**src/rtl/seg_pkg.sv**
```systemverilog
// Glyph codes, segment patterns and polarity-neutral constants shared by the
// seven-segment scan driver and its decode ROM.
package seg_pkg;

   localparam int SEG_W = 7;

   localparam logic [3:0] GLYPH_L     = 4'd10;
   localparam logic [3:0] GLYPH_R     = 4'd11;
   localparam logic [3:0] GLYPH_DASH  = 4'd12;
   localparam logic [3:0] GLYPH_H     = 4'd13;
   localparam logic [3:0] GLYPH_P     = 4'd14;
   localparam logic [3:0] GLYPH_BLANK = 4'd15;

   localparam logic [SEG_W-1:0] SEG_OFF = 7'b0000000;

   // Segment order {g,f,e,d,c,b,a}; packed concatenation lists entry 15 first.
   localparam logic [15:0][SEG_W-1:0] GLYPH_TAB = {
      7'b0000000,
      7'b1110011,
      7'b1110110,
      7'b1000000,
      7'b1010000,
      7'b0111000,
      7'b1101111,
      7'b1111111,
      7'b0000111,
      7'b1111101,
      7'b1101101,
      7'b1100110,
      7'b1001111,
      7'b1011011,
      7'b0000110,
      7'b0111111
   };

   function automatic logic [SEG_W-1:0] glyph_seg(input logic [3:0] code);
      return GLYPH_TAB[code];
   endfunction

endpackage

```
**src/rtl/seg_glyph_rom.sv**
```systemverilog
// Combinational 4-bit glyph code to active-high segment pattern decode.
module seg_glyph_rom
   import seg_pkg::*;
(
   input  logic [3:0] code,
   output logic [6:0] seg
);

   assign seg = glyph_seg(code);

endmodule

```
**src/rtl/seg_scan_driver.sv**
```systemverilog
// Multiplexed seven-segment scan driver with prescaled slots and a one-cycle
// anti-ghost gap after every slot boundary. Define SEG_SCAN_BLINK_EN to add blink.
module seg_scan_driver
   import seg_pkg::*;
#(
   parameter int DIGITS      = 4,
   parameter int CLK_DIV     = 50000,
   parameter int BLINK_SLOTS = 256,
   parameter int ACTIVE_LOW  = 0
) (
   input  logic                clk,
   input  logic                rst,
   input  logic                load,
   input  logic [4*DIGITS-1:0] codes,
   input  logic [DIGITS-1:0]   blank,
   input  logic [DIGITS-1:0]   blink,
   output logic [6:0]          seg,
   output logic [DIGITS-1:0]   an,
   output logic                tick
);

   localparam int   CW  = (CLK_DIV > 1) ? $clog2(CLK_DIV) : 1;
   localparam int   IW  = (DIGITS > 1) ? $clog2(DIGITS) : 1;
   localparam logic POL = (ACTIVE_LOW != 0);

   if (DIGITS < 1 || DIGITS > 8) begin : g_bad_digits
      $error("seg_scan_driver: DIGITS must be 1..8");
   end
   if (CLK_DIV < 2) begin : g_bad_div
      $error("seg_scan_driver: CLK_DIV must be >= 2");
   end
   if (BLINK_SLOTS < 1) begin : g_bad_blink
      $error("seg_scan_driver: BLINK_SLOTS must be >= 1");
   end

   logic [CW-1:0]            cnt;
   logic [IW-1:0]            idx;
   logic [DIGITS-1:0][3:0]   codes_sh;
   logic [DIGITS-1:0]        blank_sh;
   logic [DIGITS-1:0]        dark;
   logic [DIGITS-1:0][6:0]   glyph;
   logic [6:0]               seg_nx;
   logic [DIGITS-1:0]        an_nx;

   // Slot prescaler; tick is decoded from the count so it lines up with the wrap.
   assign tick = (cnt == CW'(CLK_DIV - 1));

   always_ff @(posedge clk or posedge rst) begin
      if (rst)       cnt <= '0;
      else if (tick) cnt <= '0;
      else           cnt <= cnt + CW'(1);
   end

   always_ff @(posedge clk or posedge rst) begin
      if (rst)
         idx <= '0;
      else if (tick)
         idx <= (idx == IW'(DIGITS - 1)) ? '0 : idx + IW'(1);
   end

   always_ff @(posedge clk or posedge rst) begin
      if (rst) begin
         codes_sh <= {DIGITS{GLYPH_BLANK}};
         blank_sh <= '1;
      end else if (load) begin
         codes_sh <= codes;
         blank_sh <= blank;
      end
   end

`ifdef SEG_SCAN_BLINK_EN
   localparam int BW = (BLINK_SLOTS > 1) ? $clog2(BLINK_SLOTS) : 1;

   logic [BW-1:0]     bcnt;
   logic              phase;
   logic [DIGITS-1:0] blink_sh;

   // Phase flips every BLINK_SLOTS slot boundaries; blinking digits go dark while it is 1.
   always_ff @(posedge clk or posedge rst) begin
      if (rst) begin
         bcnt     <= '0;
         phase    <= 1'b0;
         blink_sh <= '0;
      end else begin
         if (load)
            blink_sh <= blink;
         if (tick) begin
            if (bcnt == BW'(BLINK_SLOTS - 1)) begin
               bcnt  <= '0;
               phase <= ~phase;
            end else begin
               bcnt <= bcnt + BW'(1);
            end
         end
      end
   end

   assign dark = blank_sh | (blink_sh & {DIGITS{phase}});
`else
   logic unused_blink;
   assign unused_blink = ^blink;
   assign dark         = blank_sh;
`endif

   for (genvar i = 0; i < DIGITS; i++) begin : g_rom
      seg_glyph_rom u_rom (
         .code (codes_sh[i]),
         .seg  (glyph[i])
      );
   end

   // During the tick cycle the next register value is the all-off gap, so the
   // new slot never shows the previous digit's glyph on the new anode.
   always_comb begin
      seg_nx = SEG_OFF;
      an_nx  = '0;
      if (!tick) begin
         for (int i = 0; i < DIGITS; i++) begin
            if (idx == IW'(i)) begin
               an_nx[i] = 1'b1;
               if (!dark[i])
                  seg_nx = glyph[i];
            end
         end
      end
   end

   always_ff @(posedge clk or posedge rst) begin
      if (rst) begin
         seg <= SEG_OFF ^ {7{POL}};
         an  <= {DIGITS{POL}};
      end else begin
         seg <= seg_nx ^ {7{POL}};
         an  <= an_nx ^ {DIGITS{POL}};
      end
   end

endmodule
```
**config.mk**
```make
export PLATFORM = sky130hd
export DESIGN_NAME = seg_scan_driver
export DESIGN_NICKNAME = d
export VERILOG_FILES = /design/src/rtl/seg_pkg.sv /design/src/rtl/seg_glyph_rom.sv /design/src/rtl/seg_scan_driver.sv
export SDC_FILE = /design/constraint.sdc
export NUM_CORES = 1
export LEC_CHECK = 0
export CELL_PAD_IN_SITES_DETAIL_PLACEMENT = 0
export CELL_PAD_IN_SITES_GLOBAL_PLACEMENT = 1
export CORE_MARGIN = 2
export CORE_UTILIZATION = 43
export DETAILED_ROUTE_END_ITERATION = 12
export PLACE_DENSITY = 0.76
export SLEW_MARGIN = 20
export SYNTH_ARGS = -nofsm -noshare
export SYNTH_HDL_FRONTEND = slang
export SYNTH_SLANG_ARGS = --single-unit
```
**constraint.sdc**
```tcl
create_clock -name clk -period 2.5 [get_ports clk]
set_input_delay 0.625 -clock clk [delete_from_list [all_inputs] [get_ports clk]]
set_output_delay 0.625 -clock clk [all_outputs]
set_load 0.02 [all_outputs]
```
Yosys cells after proc, flatten, opt, wreduce, memory -nomap -nowiden. Memories as Yosys holds them, arrays and structs flattened. Cells that the tools add are included.

Input bits: 27. Memories: 4. Output and inout port bits: 12. Logic and storage cells: 44. ROM bits: 448. Register bits after elaboration: 49.

Add/subtract/negate cells: 2. Muxes and demuxes: 20. Reduce and logical (&&, ||, !) cells: 1. $lt $le $gt $ge: 4. Eq/ne operators: 4.

Memories: (name not given) (depth 16, bits a word 7, rd ports 1, clocked after memory_dff 0, write ports 0, RTL line seg_pkg.sv:37) `return GLYPH_TAB[code];`; (name not given) (depth 16, bits a word 7, rd ports 1, clocked after memory_dff 0, write ports 0, RTL line seg_pkg.sv:37); (name not given) (depth 16, bits a word 7, rd ports 1, clocked after memory_dff 0, write ports 0, RTL line seg_pkg.sv:37); (name not given) (depth 16, bits a word 7, rd ports 1, clocked after memory_dff 0, write ports 0, RTL line seg_pkg.sv:37).

Operator list (count): 7-bit two-way mux (13); 4-bit by 5-bit less-than comparator with 1-bit output, second input constant (4); 16-bit by 1-bit adder with 16-bit output, second input constant (1); 16-bit equality test, second input constant (1); 16-bit two-way mux (1); 2-bit equality test, second input constant (2); 1-bit two-way mux (4); 4-bit two-way mux (1); 2-bit by 1-bit adder with 2-bit output, second input constant (1); 2-bit by 1-bit equality test with 1-bit output, second input constant (1); 2-bit logical NOT (1); 2-bit two-way mux (1).

Depth between registers and ports, before layout. Gate-level depths: netlist of run 1.

Depth after elaboration: 11. Gate-level depth with buffers: 7. Gate-level depth less buffers: 7.

Modules after synthesis. A second synthesis of run 1 with hierarchy kept.

Cells, all modules: 339. Area total of the unflattened synthesis: 3457.1 µm².

Modules (own cells, without submodules): seg_scan_driver (sequential area each 1251.2 µm², cells each 185, instances 1, area each 2265.9 µm²); seg_glyph_rom at g_rom[2].u_rom ... (sequential area each 0.0 µm², cells each 38, instances 2, area each 300.3 µm²); seg_glyph_rom at g_rom[0].u_rom (sequential area each 0.0 µm², cells each 39, instances 1, area each 304.0 µm²); seg_glyph_rom at g_rom[1].u_rom (sequential area each 0.0 µm², cells each 39, instances 1, area each 286.5 µm²).

Worst setup path before layout of run 1. OpenSTA, ideal clock, no wires.

Path kind: reg2out. Start point: register cnt[11]. End point: output port tick. Required time: 1.875 ns. Buffers on the path: 1. Stages on the path, launching flop included: 5. Data arrival time: 1.478 ns. Slack: 0.397 ns. Cell sequence: dfrtp_1 > or3_4 > nor4_4 > nor3b_4 > buf_4.

Cells in the longest elaborated chain, start to end: 1.

RTL lines: start, declared (RTL line seg_scan_driver.sv:36) `logic [CW-1:0] cnt;`; start signal, assigned (RTL line seg_scan_driver.sv:51) `else cnt <= cnt + CW'(1);`; 16-bit equality test (RTL line seg_scan_driver.sv:46) `assign tick = (cnt == CW'(CLK_DIV - 1));`; end, declared (RTL line seg_scan_driver.sv:19) `output logic tick`.

No other way between the ends.

Final worst setup path of run 1. Ends and elaborated chain as after synthesis.

==> impl_metrics.csv, run 1 <==
group,metric,value,unit
worst_setup_path,arrival,1.72,ns
die,fp-row-count,31,
worst_setup_path,r2r_start,"idx[1]$_DFFE_PP0P_",
pwr,peakVddDrop,248,uV
yosys,synth_area,3220,um2
final_layout,drive_gt1_share,17.3,%
yosys,synth_seq_cells,49,
placement,dp_slack,0.0594,ns
yosys,synth_cell_types,50,
die,io_pins,39,
cts,tritoncts,"done",
global_routing,track_usage,16.9,%
cts,htree_levels,2,
cts,postCtsSetupBuffers,0,
pwr,power_density,478,nW/um2
pwr,switching_share,29.9,%
pwr,power.total,1800,uW
pwr,switching_power,538,uW
drt,drt_pass1_iterations,4,
pwr,power_frac_comb,21.6,%
yosys,synthTopCellsByArea,"dfrtp_1 (23%), dfstp_2 (16%), ha_1 (12%)",
yosys,yosysTopAreaCellShare,22.6,%
sta,fin_crit_sh,93.8,%
cts,cts_buffers,5,
final_layout,diodes,0,
die,die_x,90.5,um
worst_setup_path,critPathMaxStageDelay,0.39,ns
run,max_cap_violations,0,
cts,clk_pin_slew,0.09,ns
yosys,syn_nets,395,
sta,report.final.slew_viol_count,0,
sta,setup_ws,0.156,ns
final_layout,nFillCells,678,
sta,skew,0.00919,ns
global_routing,grt_pass1_vias,2383,
pwr,clkPwrFrac,25.7,%
drt,dr.first_iter.drc_count,216,
yosys,avgSynthCellArea,9.55,um2
drt,vias,2434,
die,initial_core_util,44.4,%
worst_setup_path,crit_path_end_kind,"output port",
global_routing,grt_max_degree,30,
worst_setup_path,critPathLaunch,"cnt[11]$_DFF_PP0_",
cts,cts_buffer_depth,2,
pwr,power.leakage,0.00158,uW
sta,final-hold-violation-count,0,
pwr,sequentialPowerShare,52.8,%
sta,fin_setup_tns,0,ns
worst_setup_path,cpLargestDelayFamily,"simple AND/OR/NAND/NOR gates",
drt,wl_per_cell,13.8,um
worst_setup_path,start_kind,"flop",
yosys,synth_top_area_cell,"dfrtp_1",
cts,clock-sinks,49,
worst_setup_path,crit_fanout,3,
sta,tightestPinTransition,0.497,ns
pwr,p_int,1260,uW
final_layout,final_util,52.0,%
drt,antenna_left,0,
die,core,7250,um2
worst_setup_path,worst-setup-path-type,"reg -> out",
placement,port_buffers,34,
yosys,synth_edf_count,0,
sta,period_minus_slack,2.34,ns
drt,drc,0,
cts,clock_latency,0.30,ns
sta,max_slew_margin,66.7,%
drt,viasPerCell,5.18,
final_layout,syn_to_final_growth,17.1,%
worst_setup_path,cp.required,1.88,ns
sta,rsz0062_at_grt,"false",
outcome,outcome,"finished clean",
yosys,async_flop_share,100,%
min_path,hold_class,"reg -> reg",
placement,gp_congestion,0.754,
cts,ctsHoldBuffers,0,
sta,fmax,427,MHz
yosys,seq_area_frac_synth,38.9,%
die,dieHeight,90.5,um
cts,ctsRootBufferMaster,"clkbuf_8",
die,dieArea,8190,um2
worst_setup_path,path_buf_inv,1,
drt,drt_wl_total,6.48,mm
final_layout,nNetsFinal,428,
worst_setup_path,critPathSlowestCell,"dfrtp_1",
global_routing,grt_overflow,0,
global_routing,antenna_found_initial,0,
yosys,yosysWarnings,0,
yosys,ys.flop_type,"dfrtp_1",
final_layout,stdcell_area,3770,um2
placement,place_hpwl,4.76,mm
placement,post_dp_cell_area,3690,um2
worst_setup_path,worstPathCellList,"or3_4 > nor4_4 > nor3b_4 > clkbuf_2",
cts,post_cts_resized,2,
global_routing,grt_first_pass_wirelength,11.3,mm
min_path,min_from,"cnt[0]$_DFF_PP0_",
yosys,syn_inst,337,
sta,setup_violations,0,
-- routing by layer --
metal  vias to the layer above  track usage (%)  part of all wire [%]
met5                         -                0                     0
met1                      1150             23.6                    49
li1                       1240                -                     -
met4                         0             3.33                  0.79
met2                        39             27.0                    47
met3                         5             3.84                   3.5
-- kinds of logic (layout without fill, tap and decap cells) --
kind of cell             after synthesis  in the layout  synth area share [%]
adder cells (fa/ha/maj)               31             31                  12.1
AND/OR/NAND/NOR                      104            104                  17.7
multiplexers                          20             20                  6.69
flip-flops                            49             49                  38.9
XOR/XNOR                              14             14                  3.81
buffers and inverters                 34             68                  4.47
AO/OA/AOI/OAI                         85             85                  16.4
-- sequential cells by signal, summed over array words and instances (netlist names) --
signal	cells
seg	7
cnt	16
codes_sh	16
idx	2
an	4
blank_sh	4
-- stage by stage --
| stage | std cells | hold WS, ns |
|---|---|---|
| after floorplan | 337 | 0.433 |
| after global placement | 462 | 0.448 |
| after detailed placement | 462 | 0.453 |
| after CTS | 470 | 0.471 |
| after global routing | 470 | 0.499 |
| final | 470 | 0.470 |
-- power by group through the flow --
stage	combinational, uW	clock (uW)	sequential (uW)
finish	389	462	950
global placement	389	0	962
detailed placement	392	0	964
CTS	395	493	951
global route	434	534	964
floorplan	283	0	930
-- final timing paths --
path / endpoint / slack, ns / depth (start not counted)
min in group asynchronous: an[1]$_DFF_PP0_ / 0.66 / 2
worst min register to register: cnt[0]$_DFF_PP0_ / 0.47 / 1
worst max register to register: seg[4]$_DFF_PP0_ / 0.47 / 7
worst min-delay path: cnt[0]$_DFF_PP0_ / 0.47 / 1
max in group asynchronous: codes_sh[14]$_DFFE_PP1P_ / 1.26 / 3
worst max-delay path: tick / 0.16 / 4
-- layout make-up --
class | count | area (um2) | share of cell area (%)
multi-input combinational | 254 | 1820 | 48.4
sequential | 49 | 1250 | 33.2
clock buffer | 6 | 72.6 | 1.93
inverter | 16 | 60.1 | 1.59
clock inverter | 2 | 15.0 | 0.398
tap | 99 | 124 | 3.29
timing repair buffer | 44 | 423 | 11.2
-- Yosys cell counts, types with 7 or more instances --
library cell and n:
a21oi_1 17, clkbuf_1 11, dfrtp_1 29, dfstp_2 20, ha_1 31, inv_1 16, mux2_2 12, mux2i_1 8
nand2_1 36, nand2b_1 12, nand3_1 7, nor2_1 14, nor2b_1 11, o211ai_1 10, o21ai_0 32, xnor2_1 7
xor2_1 7
-- cells in the final DEF (no fill, tap or decap), types with 12 or more instances in the layout --
master,n
dfrtp_1,29
o21ai_0,32
clkdlybuf4s50_1,33
mux2_2,12
ha_1,31
dfstp_2,20
a21oi_1,17
inv_1,15
nand2_1,36
nand2b_1,12
nor2_1,14
No activity file was read; power rests on OpenSTA's default activity.
==> run 2, diff against run 1 <==
Settings changed: HOLD_SLACK_MARGIN set to 0.08.
==> results of run 2 <==
The final DEF is identical to that of run 1; final timing and power are the same.
